==> src/rtl/fpu_resbuf_pkg.sv <==
// Shared types for the FP16 FPU result buffer: status flags, entry layout, exception helper.
package fpu_resbuf_pkg;

  // Same bit order as fpnew_pkg::status_t: {NV, DZ, OF, UF, NX}.
  typedef struct packed {
    logic nv;
    logic dz;
    logic of;
    logic uf;
    logic nx;
  } status_t;

  localparam int FLAG_NV = 4;
  localparam int FLAG_DZ = 3;
  localparam int FLAG_OF = 2;
  localparam int FLAG_UF = 1;
  localparam int FLAG_NX = 0;

  localparam int EXC_CNT_W  = 16;
  localparam int RES_W      = 16;
  localparam int TAG_W_DFLT = 1;

  typedef struct packed {
    logic [RES_W-1:0]      result;
    status_t               status;
    logic [TAG_W_DFLT-1:0] tag;
  } resbuf_entry_t;

  function automatic logic any_exc(input status_t s);
    return |s;
  endfunction

endpackage

==> src/rtl/fpu_resbuf_mem.sv <==
// Result buffer storage: DEPTH entries, one synchronous write port, one asynchronous read port.
module fpu_resbuf_mem
  import fpu_resbuf_pkg::*;
#(
  parameter int W     = 22,
  parameter int DEPTH = 4,
  parameter int PTR_W = $clog2(DEPTH)
) (
  input  logic             clk,
  input  logic             we,
  input  logic [PTR_W-1:0] waddr,
  input  logic [W-1:0]     wdata,
  input  logic [PTR_W-1:0] raddr,
  output logic [W-1:0]     rdata
);

  logic [W-1:0] mem [DEPTH];

  // Array is deliberately left unreset; head contents are don't-care until valid.
  always_ff @(posedge clk) begin
    if (we) begin
      mem[waddr] <= wdata;
    end
  end

  assign rdata = mem[raddr];

endmodule

==> src/rtl/fpu_result_buffer.sv <==
// In-order FIFO between the FP16 FPU output and its consumer, with sticky IEEE flags.
// Optional exception counter enabled by defining FPU_RESBUF_STATS_EN.
module fpu_result_buffer
  import fpu_resbuf_pkg::*;
#(
  parameter int WIDTH = 16,
  parameter int DEPTH = 4,
  parameter int TAG_W = 1
) (
  input  logic                     clk,
  input  logic                     rst,
  input  logic [WIDTH-1:0]         fpu_result_i,
  input  logic [4:0]               fpu_status_i,
  input  logic [TAG_W-1:0]         fpu_tag_i,
  input  logic                     fpu_valid_i,
  output logic                     fpu_ready_o,
  output logic [WIDTH-1:0]         res_data_o,
  output logic [4:0]               res_status_o,
  output logic [TAG_W-1:0]         res_tag_o,
  output logic                     res_valid_o,
  input  logic                     res_ready_i,
  input  logic                     flush_i,
  input  logic                     clr_flags_i,
  output logic [4:0]               fflags_o,
  output logic [$clog2(DEPTH):0]   count_o,
  output logic [EXC_CNT_W-1:0]     exc_count_o
);

  localparam int PTR_W   = $clog2(DEPTH);
  localparam int CNT_W   = PTR_W + 1;
  localparam int ENTRY_W = WIDTH + 5 + TAG_W;
  localparam logic [CNT_W-1:0] FULL = CNT_W'(DEPTH);

  logic [PTR_W-1:0]   wr_ptr;
  logic [PTR_W-1:0]   rd_ptr;
  logic [CNT_W-1:0]   count;
  logic [4:0]         fflags;
  logic               push;
  logic               pop;
  logic               push_eff;
  logic [ENTRY_W-1:0] wr_entry;
  logic [ENTRY_W-1:0] rd_entry;

  // Ready derives only from the registered count, so consumer stalls never reach the FPU combinationally.
  assign fpu_ready_o = (count < FULL);
  assign res_valid_o = (count != {CNT_W{1'b0}});
  assign push        = fpu_valid_i & fpu_ready_o;
  assign pop         = res_valid_o & res_ready_i;
  assign push_eff    = push & ~flush_i;
  assign wr_entry    = {fpu_result_i, fpu_status_i, fpu_tag_i};

  fpu_resbuf_mem #(
    .W     (ENTRY_W),
    .DEPTH (DEPTH),
    .PTR_W (PTR_W)
  ) u_mem (
    .clk   (clk),
    .we    (push_eff),
    .waddr (wr_ptr),
    .wdata (wr_entry),
    .raddr (rd_ptr),
    .rdata (rd_entry)
  );

  assign res_data_o   = rd_entry[ENTRY_W-1 -: WIDTH];
  assign res_status_o = rd_entry[TAG_W +: 5];
  assign res_tag_o    = rd_entry[TAG_W-1:0];
  assign count_o      = count;
  assign fflags_o     = fflags;

  // Pointer and occupancy tracking; flush overrides any same-cycle push or pop.
  always_ff @(posedge clk or negedge rst) begin
    if (!rst) begin
      wr_ptr <= {PTR_W{1'b0}};
      rd_ptr <= {PTR_W{1'b0}};
      count  <= {CNT_W{1'b0}};
    end else if (flush_i) begin
      wr_ptr <= {PTR_W{1'b0}};
      rd_ptr <= {PTR_W{1'b0}};
      count  <= {CNT_W{1'b0}};
    end else begin
      if (push) begin
        wr_ptr <= wr_ptr + PTR_W'(1);
      end
      if (pop) begin
        rd_ptr <= rd_ptr + PTR_W'(1);
      end
      case ({push, pop})
        2'b10:   count <= count + CNT_W'(1);
        2'b01:   count <= count - CNT_W'(1);
        default: count <= count;
      endcase
    end
  end

  // Sticky flags accumulate at push time; a clear in the same cycle keeps only the new status.
  always_ff @(posedge clk or negedge rst) begin
    if (!rst) begin
      fflags <= 5'b00000;
    end else if (clr_flags_i) begin
      fflags <= push_eff ? fpu_status_i : 5'b00000;
    end else if (push_eff) begin
      fflags <= fflags | fpu_status_i;
    end else begin
      fflags <= fflags;
    end
  end

`ifdef FPU_RESBUF_STATS_EN
  logic [EXC_CNT_W-1:0] exc_count;
  logic                 exc_push;

  assign exc_push    = push_eff & any_exc(status_t'(fpu_status_i));
  assign exc_count_o = exc_count;

  // Saturating count of exceptional pushes, restarted by a flag clear.
  always_ff @(posedge clk or negedge rst) begin
    if (!rst) begin
      exc_count <= {EXC_CNT_W{1'b0}};
    end else if (clr_flags_i) begin
      exc_count <= exc_push ? EXC_CNT_W'(1) : {EXC_CNT_W{1'b0}};
    end else if (exc_push && (exc_count != {EXC_CNT_W{1'b1}})) begin
      exc_count <= exc_count + EXC_CNT_W'(1);
    end else begin
      exc_count <= exc_count;
    end
  end
`else
  assign exc_count_o = 16'h0000;
`endif

endmodule

==> config.mk <==
export PLATFORM = sky130hd
export DESIGN_NAME = fpu_result_buffer
export DESIGN_NICKNAME = d
export VERILOG_FILES = /design/src/rtl/fpu_resbuf_pkg.sv /design/src/rtl/fpu_resbuf_mem.sv /design/src/rtl/fpu_result_buffer.sv
export SDC_FILE = /design/constraint.sdc
export NUM_CORES = 1
export LEC_CHECK = 0
export ABC_CLOCK_PERIOD_IN_PS = 3900
export BUFFER_PORTS_ARGS = -buffer_cell sky130_fd_sc_hd__buf_2
export CAP_MARGIN = 20
export CORE_MARGIN = 1.5
export CORE_UTILIZATION = 30
export CTS_CLUSTER_SIZE = 30
export DETAILED_ROUTE_END_ITERATION = 12
export PLACE_DENSITY = 0.53
export SYNTH_ARGS = -nofsm -noshare
export SYNTH_HDL_FRONTEND = slang
export SYNTH_HIERARCHICAL = 1
export SYNTH_SLANG_ARGS = --single-unit
==> constraint.sdc <==
create_clock -name clk -period 3.9 [get_ports clk]
set_clock_uncertainty 0.1 [all_clocks]
set_input_delay 1.17 -clock clk [delete_from_list [all_inputs] [get_ports clk]]
set_output_delay 1.17 -clock clk [all_outputs]
set_load 0.05 [all_outputs]
## After elaboration in Yosys (flattened, before gate mapping)

Memories as Yosys holds them, arrays and structs flattened.
Index checks and enable logic that the tools add are counted.

- Bitwise gates (word level): 5
- Muxes and demuxes: 11
- Shift-type cells: 0
- Reduce and logical (&&, ||, !) cells: 5
- Divide/modulo/power cells: 0
- Add/sub/neg operators: 4
- Order comparisons: 1
- Multipliers: 0
- Equal/unequal tests: 2

Operator list:

| cell | count |
|---|---|
| 2-to-1 mux 5 bit | 3 |
| 2-to-1 mux 2 bit | 4 |
| case mux 3 bit (2 select lines) | 1 |
| nonzero test 2 bit | 3 |
| nonzero test 3 bit | 2 |
| bitwise OR 5 bit | 1 |
| adder 2 x 1 -> 2 bit (second input constant) | 2 |
| adder 3 x 1 -> 3 bit (second input constant) | 1 |
| AND 1 bit | 3 |
| < comparator 3 bit (second input constant) | 1 |
| 2-to-1 mux 3 bit | 1 |
| subtractor 3 x 1 -> 3 bit (second input constant) | 1 |
| == test 2 x 1 -> 1 bit (second input constant) | 1 |
| == test 2 bit (second input constant) | 1 |
| 2-to-1 mux 1 bit | 2 |
| NOT 1 bit | 1 |

- Output and inout port bits: 48
- RAM bits: 88
- Word-level logic and storage cells: 33
- Memory bits (read-only): 0
- Memories: 1
- Flip-flop bits (word level): 12
- Latch bits: 0

Memory list:

| memory | words | width | rd ports | clocked after Yosys merged registers in | wr ports | RTL line | source |
|---|---|---|---|---|---|---|---|
| u_mem.mem | 4 | 22 | 1 | 0 | 1 | fpu_resbuf_mem.sv:17 | `logic [W-1:0] mem [DEPTH];` |

## Longest topological paths before layout

- Depth in word-level cells: 5
- Depth in mapped cells: 9

## Hierarchy

The synthesis kept the hierarchy.

Modules (own cells, without submodules):

| module | area each (um2) | cells each | times used | seq. area each (um2) |
|---|---|---|---|---|
| fpu_resbuf_mem | 3,209.3 | 118 | 1 | 2,642.5 |
| fpu_result_buffer | 757.0 | 86 | 1 | 300.3 |

## Worst setup path before layout

OpenSTA, ideal clock, no wires.

- Path type: input port to flip-flop
- Start point: input flush_i
- End point: memory u_mem.mem[0][0], enable pin
- Data arrival time: 3.342 ns
- Path slack: 0.025 ns
- Data required time: 3.367 ns
- Setup time: 0.433 ns
- Stages: 3
- Buffers on the path: 1
- Path through: buf_2 > nor2_1 > nor3b_1

- Word-level cells in the longest chain between the ends: 4

RTL lines:

| element | RTL line | source |
|---|---|---|
| start: declaration | fpu_result_buffer.sv:22 | `input logic flush_i,` |
| NOT 1 bit | fpu_result_buffer.sv:49 | `assign push_eff = push & ~flush_i;` |
| AND 1 bit | fpu_result_buffer.sv:49 |  |
| net push_eff | fpu_result_buffer.sv:40 | `logic push_eff;` |
| 2-to-1 mux 1 bit | fpu_resbuf_mem.sv:21 | `if (we) begin` |
| 2-to-1 mux 1 bit (implied by the code) | fpu_resbuf_mem.sv:22 | `mem[waddr] <= wdata;` |
| end: declaration | fpu_resbuf_mem.sv:17 |  |

The timed path passes the listed nets, and every way through them passes these cells.

## Final worst setup path

- Start point: register rd_ptr[0]
- End point: output res_data_o[3]

- Word-level cells in the longest chain between the ends: 1

RTL lines:

| element | RTL line | source |
|---|---|---|
| start: declaration | fpu_result_buffer.sv:35 | `logic [PTR_W-1:0] rd_ptr;` |
| start signal: assignment | fpu_result_buffer.sv:75 | `rd_ptr <= {PTR_W{1'b0}};` |
| start signal: assignment | fpu_result_buffer.sv:79 | `rd_ptr <= {PTR_W{1'b0}};` |
| start signal: assignment | fpu_result_buffer.sv:86 | `rd_ptr <= rd_ptr + PTR_W'(1);` |
| memory (4 x 22 bit) | -- |  |
| end: declaration | fpu_result_buffer.sv:17 | `output logic [WIDTH-1:0] res_data_o,` |

No other way between the ends.

==> flow_summary.html <==
<table>
<tr><th>Metric</th><th>Value</th></tr>
<tr><th colspan="2">Die</th></tr>
<tr><td>CORE AREA</td><td>12800 um2</td></tr>
<tr><td>Die Wd</td><td>118 um</td></tr>
<tr><td>Die Area</td><td>13900 um2</td></tr>
<tr><td>Height of the chip</td><td>118 um</td></tr>
<tr><td>Starting density of the core</td><td>31.1%</td></tr>
<tr><td>Number of standard-cell rows in the floorplan</td><td>41</td></tr>
<tr><td>Number of ports placed on the die boundary</td><td>76</td></tr>
<tr><th colspan="2">Placed design</th></tr>
<tr><td>RD Place Congestion</td><td>0.695</td></tr>
<tr><td>Number of buffers inserted by port buffering</td><td>59</td></tr>
<tr><td>Worst setup slack before clock tree synthesis</td><td>0.804 ns</td></tr>
<tr><td>Cell area after placement</td><td>4420 um2</td></tr>
<tr><td>HPWL Detailed</td><td>4.57 mm</td></tr>
<tr><th colspan="2">Global route</th></tr>
<tr><td>Global-route total usage across every layer</td><td>11.0%</td></tr>
<tr><td>Vias in the first global route</td><td>2034</td></tr>
<tr><td>Global-route wire length before repair</td><td>11.4 mm</td></tr>
<tr><td>GRT overflow</td><td>0</td></tr>
<tr><td>Initial antenna violation count</td><td>0</td></tr>
<tr><td>Largest net degree at the start of global routing</td><td>23</td></tr>
<tr><th colspan="2">Power and ir drop</th></tr>
<tr><td>Final Power</td><td>2480 uW</td></tr>
<tr><td>Power density normalized to cell area</td><td>528 nW/um2</td></tr>
<tr><td>Static leakage</td><td>0.00169 uW</td></tr>
<tr><td>Maximum resistive drop on vdd</td><td>0.000218 V</td></tr>
<tr><th colspan="2">Synthesis</th></tr>
<tr><td>Dominant combinational cell family by area after synthesis</td><td>multiplexers</td></tr>
<tr><td>#FFs+latches synth</td><td>100</td></tr>
<tr><td>Sequential cell area fraction in the yosys report</td><td>74.2%</td></tr>
<tr><td>Unique cell type count in the Yosys netlist</td><td>31</td></tr>
<tr><td>Synth Area in Compound Gates</td><td>2.59%</td></tr>
<tr><td>Fraction of synthesized cell area in xor and xnor cells</td><td>0.883%</td></tr>
<tr><td>Multiplexer share of the synthesized area</td><td>12.9%</td></tr>
<tr><td>Top cells by area, synth</td><td>sky130_fd_sc_hd__edfxtp_1 (67%), sky130_fd_sc_hd__mux4_2 (11%), sky130_fd_sc_hd__dfrtp_1 (7.6%), sky130_fd_sc_hd__buf_4 (3.0%), sky130_fd_sc_hd__mux4_1 (1.3%)</td></tr>
<tr><td>Avg Cell Area, Syn</td><td>19.4 um2</td></tr>
<tr><td>Simple-gate share of the synthesized area</td><td>3.85%</td></tr>
<tr><td>Yosys synthesis warning count</td><td>6</td></tr>
<tr><td>Post-synthesis adder-cell area fraction</td><td>0.505%</td></tr>
<tr><td>Biggest area consumer among synthesized cells</td><td>sky130_fd_sc_hd__edfxtp_1</td></tr>
<tr><td>Post-Synthesis Cell Area</td><td>3970 um2</td></tr>
<tr><td>Portion of synthesized cell area occupied by the leading cell type</td><td>66.6%</td></tr>
<tr><td>Post-synthesis instance total</td><td>204</td></tr>
<tr><th colspan="2">Final layout</th></tr>
<tr><td>FF/Latch Area</td><td>2940 um2</td></tr>
<tr><td>Post-layout nets</td><td>302</td></tr>
<tr><td>Fill count</td><td>1200</td></tr>
<tr><td>Commonest non-fill, non-tap cell in the layout</td><td>sky130_fd_sc_hd__edfxtp_1</td></tr>
<tr><td># diodes</td><td>0</td></tr>
<tr><td>Area taken by multi-input logic gates</td><td>888 um2</td></tr>
<tr><td>Area grow syn2layout</td><td>18.5%</td></tr>
<tr><td>Layout cells sized above 1</td><td>36.7%</td></tr>
<tr><td>Most used cells in the layout excluding fill and tap cells</td><td>sky130_fd_sc_hd__edfxtp_1 (88), sky130_fd_sc_hd__buf_2 (59), sky130_fd_sc_hd__mux4_2 (20)</td></tr>
<tr><td>Post-route cell area</td><td>4700 um2</td></tr>
<tr><th colspan="2">Routing</th></tr>
<tr><td>Vias</td><td>1987</td></tr>
<tr><td>Number of detailed-route iterations in the first pass</td><td>4</td></tr>
<tr><td>Total routed wirelength</td><td>7.20 mm</td></tr>
<tr><td>Via/cell ratio</td><td>4.42</td></tr>
<tr><td>Antenna-violating nets left</td><td>0</td></tr>
<tr><td>Iteration-0 DRC Markers</td><td>198</td></tr>
<tr><td>Drt wl/cell</td><td>16.0 um</td></tr>
<tr><td>Number of design rule violations left after detail routing</td><td>0</td></tr>
<tr><th colspan="2">Clocking</th></tr>
<tr><td>H-tree levels</td><td>3</td></tr>
<tr><td>Max Buffers Root-to-Sink</td><td>2</td></tr>
<tr><td>Clock network latency to the later pin of the worst-skew pair</td><td>0.34 ns</td></tr>
<tr><td>Root cell of the clock tree</td><td>sky130_fd_sc_hd__clkbuf_16</td></tr>
<tr><td>Number of hold buffers added after cts</td><td>0</td></tr>
<tr><td>Number of buffers created by CTS</td><td>9</td></tr>
<tr><td># Post-CTS Setup Buffers</td><td>0</td></tr>
<tr><td>TritonCTS clock tree</td><td>built</td></tr>
<tr><td>CTS sink count</td><td>100</td></tr>
<tr><td>CTS-repair resized insts</td><td>0</td></tr>
<tr><td>Clock-pin slew reported for the worst setup and hold paths after clock tree synthesis</td><td>0.07 ns</td></tr>
<tr><th colspan="2">Timing</th></tr>
<tr><td>Final setup viols</td><td>0</td></tr>
<tr><td>Worst-Margin Slew</td><td>0.534 ns</td></tr>
<tr><td>Rel. slew slack</td><td>64.3%</td></tr>
<tr><td>Number of max-slew violations in the final report</td><td>0</td></tr>
<tr><td>Final hold violations</td><td>0</td></tr>
<tr><td>Fmax achieved</td><td>304 MHz</td></tr>
<tr><td>Worst hold-check slack</td><td>0.430 ns</td></tr>
<tr><td>Final clock period utilization by the worst path</td><td>84.4%</td></tr>
<tr><td>Final setup slack of the worst path</td><td>0.610 ns</td></tr>
<tr><td>Setup repair after global routing missed its margin</td><td>no</td></tr>
<tr><td>Period minus WS final</td><td>3.29 ns</td></tr>
<tr><td>Setup TNS</td><td>0 ns</td></tr>
<tr><th colspan="2">Worst hold path</th></tr>
<tr><td>Hold crit path type</td><td>register to register</td></tr>
<tr><td>Hold path startpoint</td><td>fflags_o[4]</td></tr>
<tr><th colspan="2">Critical path</th></tr>
<tr><td>Required time worst endpoint</td><td>2.63 ns</td></tr>
<tr><td>Cell with the biggest individual delay on the critical path</td><td>sky130_fd_sc_hd__dfrtp_2</td></tr>
<tr><td>Worst stage delay on the critical path</td><td>0.66 ns</td></tr>
<tr><td>Family with the most delay on the worst path</td><td>flip-flops</td></tr>
<tr><td>Critical Path Source</td><td>rd_ptr[0]</td></tr>
<tr><td>Startpoint of the lowest-slack register-to-register path</td><td>count_o[2]</td></tr>
<tr><td>Startpoint types</td><td>register</td></tr>
<tr><td>Crit path arrival time</td><td>2.02 ns</td></tr>
<tr><td>Critical-path maximum fanout</td><td>14</td></tr>
<tr><td>Critical Setup Path Class</td><td>register to primary output</td></tr>
<tr><td>Critical path buffer and inverter count</td><td>2</td></tr>
<tr><td>Capturing element type of the critical path</td><td>primary output</td></tr>
<tr><td>Sequence of cells on the critical path</td><td>buf_4 -&gt; mux4_2 -&gt; buf_2</td></tr>
<tr><th colspan="2">Outcome</th></tr>
<tr><td>Outcome</td><td>complete, no violations</td></tr>
<tr><th colspan="2">Run</th></tr>
<tr><td>Maximum Capacitance Violations</td><td>0</td></tr>
</table>
-- cell type report --
| cell class | count | share of cell area (%) |
|---|---|---|
| sequential | 100 | 62.6 |
| multi-input combinational | 90 | 18.9 |
| timing repair buffer | 66 | 7.40 |
| clock buffer | 13 | 5.54 |
| tap | 172 | 4.58 |
| inverter | 6 | 0.479 |
| clock inverter | 3 | 0.453 |
-- cells in the mapped netlist, drive strengths merged --
cell / number
and3: 1
and3b: 3
fa: 1
or4b: 1
o21ai: 7
nor3: 1
mux4: 22
a21o: 1
o221ai: 1
or3: 1
dfrtp: 12
nand3: 1
nand2b: 1
buf: 23
edfxtp: 88
xor2: 3
conb: 1
o22ai: 3
o2bb2a: 1
nor3b: 2
nor2b: 2
o21a: 1
nor2: 9
a21oi: 3
mux2i: 1
nand2: 7
inv: 6
xnor2: 1
-- per-stage QoR --
stage	util (%)	instances
floorplan	-	219
global placement	34.6	434
detailed placement	34.6	434
CTS	36.8	450
global route	36.8	450
finish	36.8	450
-- path summary, 6_finish.rpt --
check / end / slack [ns] / depth (start not counted)
max: res_data_o[3] / 0.61 / 3
min: fflags_o[4] / 0.43 / 2
max reg2reg: count_o[2] / 1.46 / 8
min reg2reg: fflags_o[4] / 0.43 / 2
max in group asynchronous: rd_ptr[0] / 2.85 / 1
min in group asynchronous: count_o[0] / 0.61 / 1
-- kinds of logic after synthesis --
kind of cell / count (synthesis)
and+or+nand+nor: 29
other: 1
AOI/OAI and AO/OA: 17
buffers and inverters: 29
muxes: 23
adders and majority gates: 1
xor gates and xnor gates: 4
DFF: 100
-- registers in the layout, indices dropped and copies added, names as in the netlist --
register,flops
rd_ptr,2
fflags_o,5
count_o,3
u_mem/mem,88
wr_ptr,2
-- worst reg2reg max path, delay by kind of cell (launching register included) --
family                   cells  cell delay (ns)
AO/OA/AOI/OAI                2             0.19
flip-flops                   1             0.48
AND/OR/NAND/NOR              5             1.20
adder cells (fa/ha/maj)      1             0.41
-- metal layers --
layer,track usage [%],wire length [um]
met4,5.56,132
met1,14.2,3300
met2,17.3,3450
met5,0,0
met3,2.62,321
-- power by group --
part | switching, uW | internal, uW
combinational | 288 | 119
sequential | 30.3 | 1210
clock | 365 | 468
total | 684 | 1800
Note: power is estimated with default switching activity, not from simulation.
